===== src/rtl/astar_pkg.sv =====
// rtl/astar_pkg.sv - shared entry format and key helpers for the A* pipeline
package astar_pkg;
  localparam int CELL_COLUMN_WIDTH = 4;
  localparam int CELL_ROW_WIDTH    = 4;
  localparam int F_SCORE_WIDTH     = 8;
  localparam int H_SCORE_WIDTH     = 7;
  localparam int DATA_WIDTH        = CELL_COLUMN_WIDTH + CELL_ROW_WIDTH +
                                     F_SCORE_WIDTH + H_SCORE_WIDTH + 1;

  typedef struct packed {
    logic [CELL_COLUMN_WIDTH-1:0] col;
    logic [CELL_ROW_WIDTH-1:0]    row;
    logic [F_SCORE_WIDTH-1:0]     f;
    logic [H_SCORE_WIDTH-1:0]     h;
    logic                         empty;
  } entry_t;

  localparam entry_t EMPTY_ENTRY = entry_t'(DATA_WIDTH'(1));

  typedef enum logic [1:0] {
    SEL_HOLD  = 2'd0,
    SEL_LEFT  = 2'd1,
    SEL_RIGHT = 2'd2,
    SEL_NEW   = 2'd3
  } slot_sel_e;

  // Key is {f, h}; smaller key means higher priority.
  function automatic logic key_le(entry_t a, entry_t b);
    return {a.f, a.h} <= {b.f, b.h};
  endfunction

  function automatic logic same_cell(entry_t a, entry_t b);
    return (a.col == b.col) && (a.row == b.row);
  endfunction
endpackage


===== src/rtl/open_list_slot.sv =====
// rtl/open_list_slot.sv - one open-list slot register with its key/cell compare flags
module open_list_slot
  import astar_pkg::*;
(
  input  logic                  clk,
  input  logic                  rst,
  input  logic                  flush_i,
  input  logic [1:0]            sel_i,
  input  logic [DATA_WIDTH-1:0] new_i,
  input  logic [DATA_WIDTH-1:0] left_i,
  input  logic [DATA_WIDTH-1:0] right_i,
  output logic [DATA_WIDTH-1:0] slot_o,
  output logic                  le_o,
  output logic                  dup_o
);
  entry_t slot_q, slot_d, new_e;

  assign new_e  = entry_t'(new_i);
  assign slot_o = slot_q;
  assign le_o   = ~slot_q.empty & key_le(slot_q, new_e);
  assign dup_o  = ~slot_q.empty & same_cell(slot_q, new_e);

  always_comb begin
    slot_d = slot_q;
    case (slot_sel_e'(sel_i))
      SEL_LEFT:  slot_d = entry_t'(left_i);
      SEL_RIGHT: slot_d = entry_t'(right_i);
      SEL_NEW:   slot_d = new_e;
      default:   slot_d = slot_q;
    endcase
  end

  always_ff @(posedge clk or posedge rst) begin
    if (rst) begin
      slot_q <= EMPTY_ENTRY;
    end else if (flush_i) begin
      slot_q <= EMPTY_ENTRY;
    end else begin
      slot_q <= slot_d;
    end
  end
endmodule


===== src/rtl/open_list_pq.sv =====
// rtl/open_list_pq.sv - sorted A* open list with pop-min and decrease-key on duplicate cells
module open_list_pq
  import astar_pkg::*;
#(
  parameter int DEPTH = 16
) (
  input  logic                       clk,
  input  logic                       rst,
  input  logic                       push_valid,
  output logic                       push_ready,
  input  logic [DATA_WIDTH-1:0]      push_data,
  output logic                       pop_valid,
  input  logic                       pop_ready,
  output logic [DATA_WIDTH-1:0]      pop_data,
  input  logic                       flush,
  output logic [$clog2(DEPTH+1)-1:0] count,
  output logic                       full,
  output logic                       empty
);
  localparam int CW = $clog2(DEPTH + 1);

  logic [DATA_WIDTH-1:0] slot_q [DEPTH];
  logic [DEPTH-1:0] le, dup, dup_live, rep_vec, thru_d, before_d, le_hi, le_lo;
  slot_sel_e sel [DEPTH];
  logic pop_fire, push_live, drop, rep, ins, new_ins;
  logic [CW-1:0] count_q, count_d;

  assign pop_fire  = pop_valid & pop_ready;
  assign push_live = push_valid & push_ready & ~push_data[0];

  // The head being popped this cycle cannot be the duplicate.
  assign dup_live = dup & ~DEPTH'(pop_fire);
  assign rep_vec  = dup_live & ~le;
  assign drop     = |(dup_live & le);
  assign rep      = |rep_vec;
  assign ins      = push_live & ~drop;
  assign new_ins  = ins & ~rep;

  // rep_vec is one-hot or zero: thru_d marks slots at/after it, before_d strictly after.
  assign thru_d   = ~(rep_vec - DEPTH'(1));
  assign before_d = thru_d & ~rep_vec;
  assign le_hi    = {1'b0, le[DEPTH-1:1]};
  assign le_lo    = {le[DEPTH-2:0], 1'b1};

  always_comb begin
    for (int i = 0; i < DEPTH; i++) begin
      sel[i] = SEL_HOLD;
      if (pop_fire) begin
        if (!ins || le_hi[i])        sel[i] = SEL_RIGHT;
        else if (le[i] || i == 0)    sel[i] = SEL_NEW;
        else if (thru_d[i])          sel[i] = SEL_RIGHT;
      end else if (ins) begin
        if (le[i])                   sel[i] = SEL_HOLD;
        else if (le_lo[i])           sel[i] = SEL_NEW;
        else if (!before_d[i])       sel[i] = SEL_LEFT;
      end
    end
  end

  for (genvar g = 0; g < DEPTH; g++) begin : g_slot
    logic [DATA_WIDTH-1:0] left_w, right_w;
    if (g == 0) begin : g_first
      assign left_w = EMPTY_ENTRY;
    end else begin : g_mid_l
      assign left_w = slot_q[g-1];
    end
    if (g == DEPTH - 1) begin : g_last
      assign right_w = EMPTY_ENTRY;
    end else begin : g_mid_r
      assign right_w = slot_q[g+1];
    end

    open_list_slot u_slot (
      .clk     (clk),
      .rst     (rst),
      .flush_i (flush),
      .sel_i   (sel[g]),
      .new_i   (push_data),
      .left_i  (left_w),
      .right_i (right_w),
      .slot_o  (slot_q[g]),
      .le_o    (le[g]),
      .dup_o   (dup[g])
    );
  end

  always_comb begin
    count_d = count_q;
    if (new_ins && !pop_fire)      count_d = count_q + CW'(1);
    else if (pop_fire && !new_ins) count_d = count_q - CW'(1);
  end

  always_ff @(posedge clk or posedge rst) begin
    if (rst) begin
      count_q <= '0;
    end else if (flush) begin
      count_q <= '0;
    end else begin
      count_q <= count_d;
    end
  end

  assign count      = count_q;
  assign full       = (count_q == CW'(DEPTH));
  assign empty      = (count_q == '0);
  assign push_ready = ~full;
  assign pop_valid  = ~empty;
  assign pop_data   = slot_q[0];
endmodule


===== config.mk =====
export PLATFORM = sky130hd
export DESIGN_NAME = open_list_pq
export DESIGN_NICKNAME = d
export VERILOG_FILES = /design/src/rtl/astar_pkg.sv /design/src/rtl/open_list_slot.sv /design/src/rtl/open_list_pq.sv
export SDC_FILE = /design/constraint.sdc
export NUM_CORES = 2
export LEC_CHECK = 0
export ABC_AREA = 1
export CORE_MARGIN = 2
export CORE_UTILIZATION = 58
export CTS_CLUSTER_DIAMETER = 150
export DETAILED_ROUTE_END_ITERATION = 10
export PLACE_DENSITY = 0.85
export SYNTH_ARGS = -nofsm -noshare
export SYNTH_HDL_FRONTEND = slang
export SYNTH_SLANG_ARGS = --single-unit
export TNS_END_PERCENT = 50

===== constraint.sdc =====
create_clock -name clk -period 13.3 [get_ports clk]
set_input_delay 1.995 -clock clk [delete_from_list [all_inputs] [get_ports clk]]
set_output_delay 1.995 -clock clk [all_outputs]
set_load 0.03 [all_outputs]

Yosys cells after proc, flatten, opt, wreduce, memory -nomap -nowiden. Index checks and enable logic that the tools add are counted.

Flip-flop bits (word level): 389. Output and inout bits: 33. Logic and storage cells: 462. Input port bits: 29.

Bitwise operators: 66. Eq/ne operators: 81. Muxes and demuxes: 159. Reduce and logical (&&, ||, !) cells: 56. $lt $le $gt $ge: 16. Add/sub/neg operators: 3.

Operators by type and width (count): case mux 24 bit (3 select lines) (16); 2-to-1 mux 24 bit (16); less-or-equal comparator 15 bit (16); 2-to-1 mux 2 bit (108); equality test 4 bit (32); bitwise AND 16 bit (4); equality test 2 bit (second input constant) (32); nonzero test 4 bit (16); NOT 16 bit (3); bitwise AND 1 bit (37); equality test 2 x 1 -> 1 bit (second input constant) (16); OR reduction 16 bit (2); NOT 1 bit (21); logical AND 1 bit (18); 2-to-1 mux 1 bit (16); NOT 1 -> 16 bit (1); subtractor 16 x 1 -> 16 bit (second input constant) (1); logical OR 1 bit (15); 2-to-1 mux 5 bit (3); adder 5 x 1 -> 5 bit (second input constant) (1); equality test 5 bit (second input constant) (1); zero test 5 bit (1); subtractor 5 x 1 -> 5 bit (second input constant) (1); zero test 1 bit (3); nonzero test 3 bit (1).

Depth between registers and ports, before layout.
Depth in word-level cells: 17. Mapped depth: 32. Depth with buffers taken out: 30.

Cells and area by module. A second synthesis with hierarchy kept.

Cell total of the unflattened synthesis: 4509. Area, all modules: 30563.1 um2.

By module, submodules not included: open_list_slot (seq. area each 601.8 um2, area each 1798.0 um2, instances 16, cells each 261); open_list_pq (seq. area each 125.1 um2, area each 1795.5 um2, instances 1, cells each 333).

Least setup slack after synthesis. Ideal clock, no wire load.

Path kind: in2reg. From: input port push_data[5]. To: register g_slot[14].u_slot.slot_o[10] (netlist name). Setup time: 0.141 ns. Stages: 27. Buffers on the path: 3. Arrival time: 6.105 ns. Setup slack: 7.054 ns. Required time: 13.159 ns. Cells stage by stage: inv_1 buf_1 ha_1 a21oi_1 nor2_1 nor2_1 nand2_1 nand2_1 nand2_1 nand2_1 nand2_1 nand2_1 ha_1 inv_1 nor2_1 nand4_1 ha_1 nand4_1 o21ai_0 inv_1 ha_1 clkbuf_1 nor3_1 inv_1 nand2_1 buf_1 o22ai_1.

Longest elaborated chain between the ends: 15. Elaborated cells on any way between the ends: 58. Those cells by class: add/sub: 1; order compare: 16; eq/ne: 3; mux: 10; bitwise: 24; reduce/logical: 4.

RTL lines: from (decl) (line open_list_pq.sv:11) `input logic [DATA_WIDTH-1:0] push_data,`; less-or-equal comparator 15 bit (line astar_pkg.sv:29) `return {a.f, a.h} <= {b.f, b.h};`; bitwise AND 1 bit (line open_list_slot.sv:20) `assign le_o = ~slot_q.empty & key_le(slot_q, new_e);`; NOT 16 bit (line open_list_pq.sv:33) `assign rep_vec = dup_live & ~le;`; bitwise AND 16 bit (line open_list_pq.sv:33); subtractor 16 x 1 -> 16 bit (line open_list_pq.sv:40) `assign thru_d = ~(rep_vec - DEPTH'(1));`; NOT 16 bit (line open_list_pq.sv:40); bitwise AND 16 bit (line open_list_pq.sv:41) `assign before_d = thru_d & ~rep_vec;`; 2-to-1 mux 1 bit (line open_list_pq.sv:55) `else if (!before_d[i]) sel[i] = SEL_LEFT;`; 2-to-1 mux 2 bit (line open_list_pq.sv:54) `else if (le_lo[i]) sel[i] = SEL_NEW;`; 2-to-1 mux 2 bit (line open_list_pq.sv:53) `if (le[i]) sel[i] = SEL_HOLD;`; 2-to-1 mux 2 bit (line open_list_pq.sv:52) `end else if (ins) begin`; 2-to-1 mux 2 bit (*) (line open_list_pq.sv:48) `if (pop_fire) begin`; equality test 2 bit or equality test 2 x 1 -> 1 bit (tied branches) (line open_list_slot.sv:25) `case (slot_sel_e'(sel_i))`; case mux 24 bit (3 select lines) (line open_list_slot.sv:25); 2-to-1 mux 24 bit (line open_list_slot.sv:36) `end else if (flush_i) begin`.

Mark *: on every way between the ends. The rest lies on a longest branch, timed or not. A chain may end at the register's enable or synchronous reset.

Worst setup path in the final report.
From: input port push_data[2]. To: register g_slot[14].u_slot.slot_o[6] (netlist name).

Longest elaborated chain between the ends: 15. Elaborated cells on any way between the ends: 58. Those cells by class: add/sub: 1; order compare: 16; eq/ne: 3; mux: 10; bitwise: 24; reduce/logical: 4.

RTL lines (line): less-or-equal comparator 15 bit (astar_pkg.sv:29); bitwise AND 1 bit (open_list_slot.sv:20); NOT 16 bit (open_list_pq.sv:33); bitwise AND 16 bit (open_list_pq.sv:33); subtractor 16 x 1 -> 16 bit (open_list_pq.sv:40); NOT 16 bit (open_list_pq.sv:40); bitwise AND 16 bit (open_list_pq.sv:41); 2-to-1 mux 1 bit (open_list_pq.sv:55); 2-to-1 mux 2 bit (open_list_pq.sv:54); 2-to-1 mux 2 bit (open_list_pq.sv:53); 2-to-1 mux 2 bit (open_list_pq.sv:52); 2-to-1 mux 2 bit (*) (open_list_pq.sv:48); equality test 2 bit or equality test 2 x 1 -> 1 bit (tied branches) (open_list_slot.sv:25); case mux 24 bit (3 select lines) (open_list_slot.sv:25); 2-to-1 mux 24 bit (open_list_slot.sv:36).

Marked as above.

==> flow_summary_export.csv <==
group,metric,value,unit
status,status,"finished, final reports clean",
pwr,powerDensity,191,mW/mm2
global_route,grt_overflow_total,0,
final_layout,drive_gt1_share,4.84,%
floorplan,die_x,228,um
logic_synthesis,ys_types,49,
place,io_buffers,61,
worst_setup_path,crit_path_start_kind,"input port",
pwr,finalPower,6.02,mW
final_layout,nets,4189,
worst_setup_path,criticalPathCategory,"in -> reg",
cts,clock-root-buffer,"clkbuf_16",
worst_setup_path,cp_max_fo,24,
logic_synthesis,syn-cell-area,0.0290,mm2
sta,rsz0062_at_grt,"false",
logic_synthesis,ys_warn_count,0,
cts,clkTransAtPathRegs,60,ps
logic_synthesis,synth_seq_cells,389,
final_layout,final_cell_mix,"805 x nand2_1, 648 x o22ai_1, 569 x inv_1, 417 x a21oi_1, 373 x dfrtp_1",
global_route,grt_pass1_vias,28817,
detailed_routing,wirelength,104,mm
sta,worstMarginPinSlew,1250,ps
sta,fin_crit,8030,ps
floorplan,ios,62,
sta,finClkSkew,10.8,ps
floorplan,coreArea,0.0498,mm2
worst_setup_path,r2r_cells,22,
global_route,grt_pass1_wl,162,mm
floorplan,core.rowCount,82,
worst_setup_path,r2r_end,"g_slot[14].u_slot.slot_o[6]",
final_layout,syn2layout_area_growth,8.45,%
place,gp_congestion,0.987,
worst_setup_path,r2r_setup_slack,7780,ps
final_layout,mostFrequentLayoutCell,"nand2_1",
global_route,grtUsageMet2,58.0,%
sta,hold_violations,0,
cts,cts-resized-gates,0,
worst_setup_path,startpoint,"push_data[2]",
floorplan,die_h,228,um
logic_synthesis,synth_edf_count,0,
cts,cts_tree,"built",
logic_synthesis,synth_nets,4252,
logic_synthesis,syn_area_per_cell,7.39,um2
detailed_routing,drc_errors,0,
final_layout,n_fill_cell,4206,
worst_setup_path,r2r-start,"g_slot[9].u_slot.slot_o[15]",
cts,ctsHoldBuffers,0,
global_route,grt_max_degree,106,
sta,fin_crit_sh,60.4,%
worst_setup_path,setup.worst_path.end,"g_slot[14].u_slot.slot_o[6]",
final_layout,antenna_cells,0,
cts,htreeDepth,2,
logic_synthesis,synth_cells,3931,
cts,ctsLongestPathBuffers,3,
worst_hold_path,hp-class,"reg -> reg",
detailed_routing,postRouteAntennaNets,0,
place,hpwlAfterDp,70.8,mm
global_route,globalRouteMet3Util,11.3,%
detailed_routing,firstDrtPassIters,6,
global_route,grt_busiest_layer,"met2",
sta,slew_headroom,16.8,%
cts,cts.sinks,389,
flow_run,drv_cap,0,
cts,worstSkewPairLatency,600,ps
detailed_routing,routed_via_density,6.58,
cts,numCtsBuffers,46,
floorplan,die-area,0.0519,mm2
worst_setup_path,critPathRequiredTime,13790,ps
detailed_routing,wl_per_cell,22.8,um
global_route,groute.usage.overall,39.2,%
logic_synthesis,synth_top_flop_cell,"dfrtp_1",
cts,cts_setup_buffers,0,
sta,clock.fmax,0.125,GHz
floorplan,start_util,58.4,%
worst_setup_path,critPathCaptureType,"flip-flop",
global_route,antenna_found_initial,0,
global_route,gr-usage-met1,49.9,%
worst_setup_path,arrival,8530,ps
detailed_routing,first_iter_violations,4011,
logic_synthesis,ys_seq_area_share,33.6,%
sta,setup_viol,0,
sta,slew_violations,0,
pwr,ir_drop,0.000165,V
sta,setup_tns,0,ps
logic_synthesis,async_flop_share,100,%
detailed_routing,vias,30106,
pwr,power.leakage,15.0,nW
per-layer routing:
layer	wire length [um]	up-vias
li1	-	13473
met1	38300	14029
met2	44300	2056
met3	13700	548
met4	7950	0
met5	0	-
stage by stage:
| stage | setup slack [ps] | utilization, % | hold slack (ps) | instances | area (um2) |
|---|---|---|---|---|---|
| finish | 5270 | 63.3 | 513 | 4577 | 31500 |
| global route | 4870 | 63.3 | 528 | 4577 | 31500 |
| CTS | 5620 | 63.3 | 508 | 4577 | 31500 |
| detailed placement | 4970 | 60.0 | 498 | 4492 | 29800 |
| global placement | 5170 | 60.0 | 497 | 4492 | 29800 |
| floorplan | 519 | - | 478 | 3931 | 29000 |
worst min path at each step:
| stage | from | to | cells after the start |
|---|---|---|---|
| floorplan | g_slot[15].u_slot.slot_o[15] | g_slot[15].u_slot.slot_o[15] | 2 |
| global placement | g_slot[7].u_slot.slot_o[0] | g_slot[7].u_slot.slot_o[0] | 2 |
| detailed placement | g_slot[4].u_slot.slot_o[0] | g_slot[4].u_slot.slot_o[0] | 2 |
| CTS | g_slot[4].u_slot.slot_o[0] | g_slot[4].u_slot.slot_o[0] | 2 |
| global route | g_slot[0].u_slot.slot_o[0] | g_slot[0].u_slot.slot_o[0] | 2 |
| finish | g_slot[4].u_slot.slot_o[0] | g_slot[4].u_slot.slot_o[0] | 2 |
critical path, cell delays in order:
cell	delay (ps)
clkdlybuf4s50_1	520
inv_1	820
buf_4	410
ha_1	180
nand2_1	60
inv_1	80
nand2_1	50
nand2_1	60
nand2_1	50
nand2_1	70
nand2_1	50
nand2_1	130
nand2_1	90
nand3_1	140
nand2_1	80
nor2_1	130
nand3_2	110
nor2_4	470
inv_1	350
nor3_1	250
o21ai_0	120
inv_1	110
ha_1	340
nor3_1	130
inv_1	630
nand2_1	730
o22ai_1	330
flip-flops by register name (all words and copies together) (netlist names):
| signal | flops |
|---|---|
| g_slot.u_slot.slot_o | 384 |
| count | 5 |
cell usage after synthesis, types with 41 or more instances:
master	number	share of area [%]
clkbuf_1	111	1.4
o22ai_1	648	14
o21ai_0	59	1.0
nand2_1	805	10
dfrtp_1	373	32
nand4_1	41	0.88
buf_1	74	0.96
ha_1	291	13
xor2_1	53	1.6
nand3_1	92	1.6
a21oi_1	417	7.2
inv_1	570	7.4
nor2_1	183	2.4
report_power, final:
part	internal (mW)	total [mW]	leakage (nW)	switching, mW
clock network	0.857	1.41	0.825	0.552
logic	0.837	2.86	8.88	2.03
registers	1.44	1.74	5.34	0.302
cell families after synthesis:
logic type,count (synthesis),share of synthesized area [%]
flip-flops,389,33.6
AND/OR/NAND/NOR,1174,16.5
adder cells (fa/ha/maj),292,12.6
XOR/XNOR,65,1.96
buffers and inverters,802,11.1
AO/OA/AOI/OAI,1209,24.3
area by class of cell:
| type | instances | area, um2 | share of cell area [%] |
|---|---|---|---|
| clock buffer | 65 | 1380 | 4.37 |
| clock inverter | 20 | 288 | 0.914 |
| timing repair buffer | 106 | 933 | 2.96 |
| sequential | 389 | 9750 | 31.0 |
| tap | 672 | 841 | 2.67 |
| multi-input combinational | 2740 | 16100 | 51.1 |
| inverter | 585 | 2210 | 7.02 |
Power figures use the tool's default switching activity.
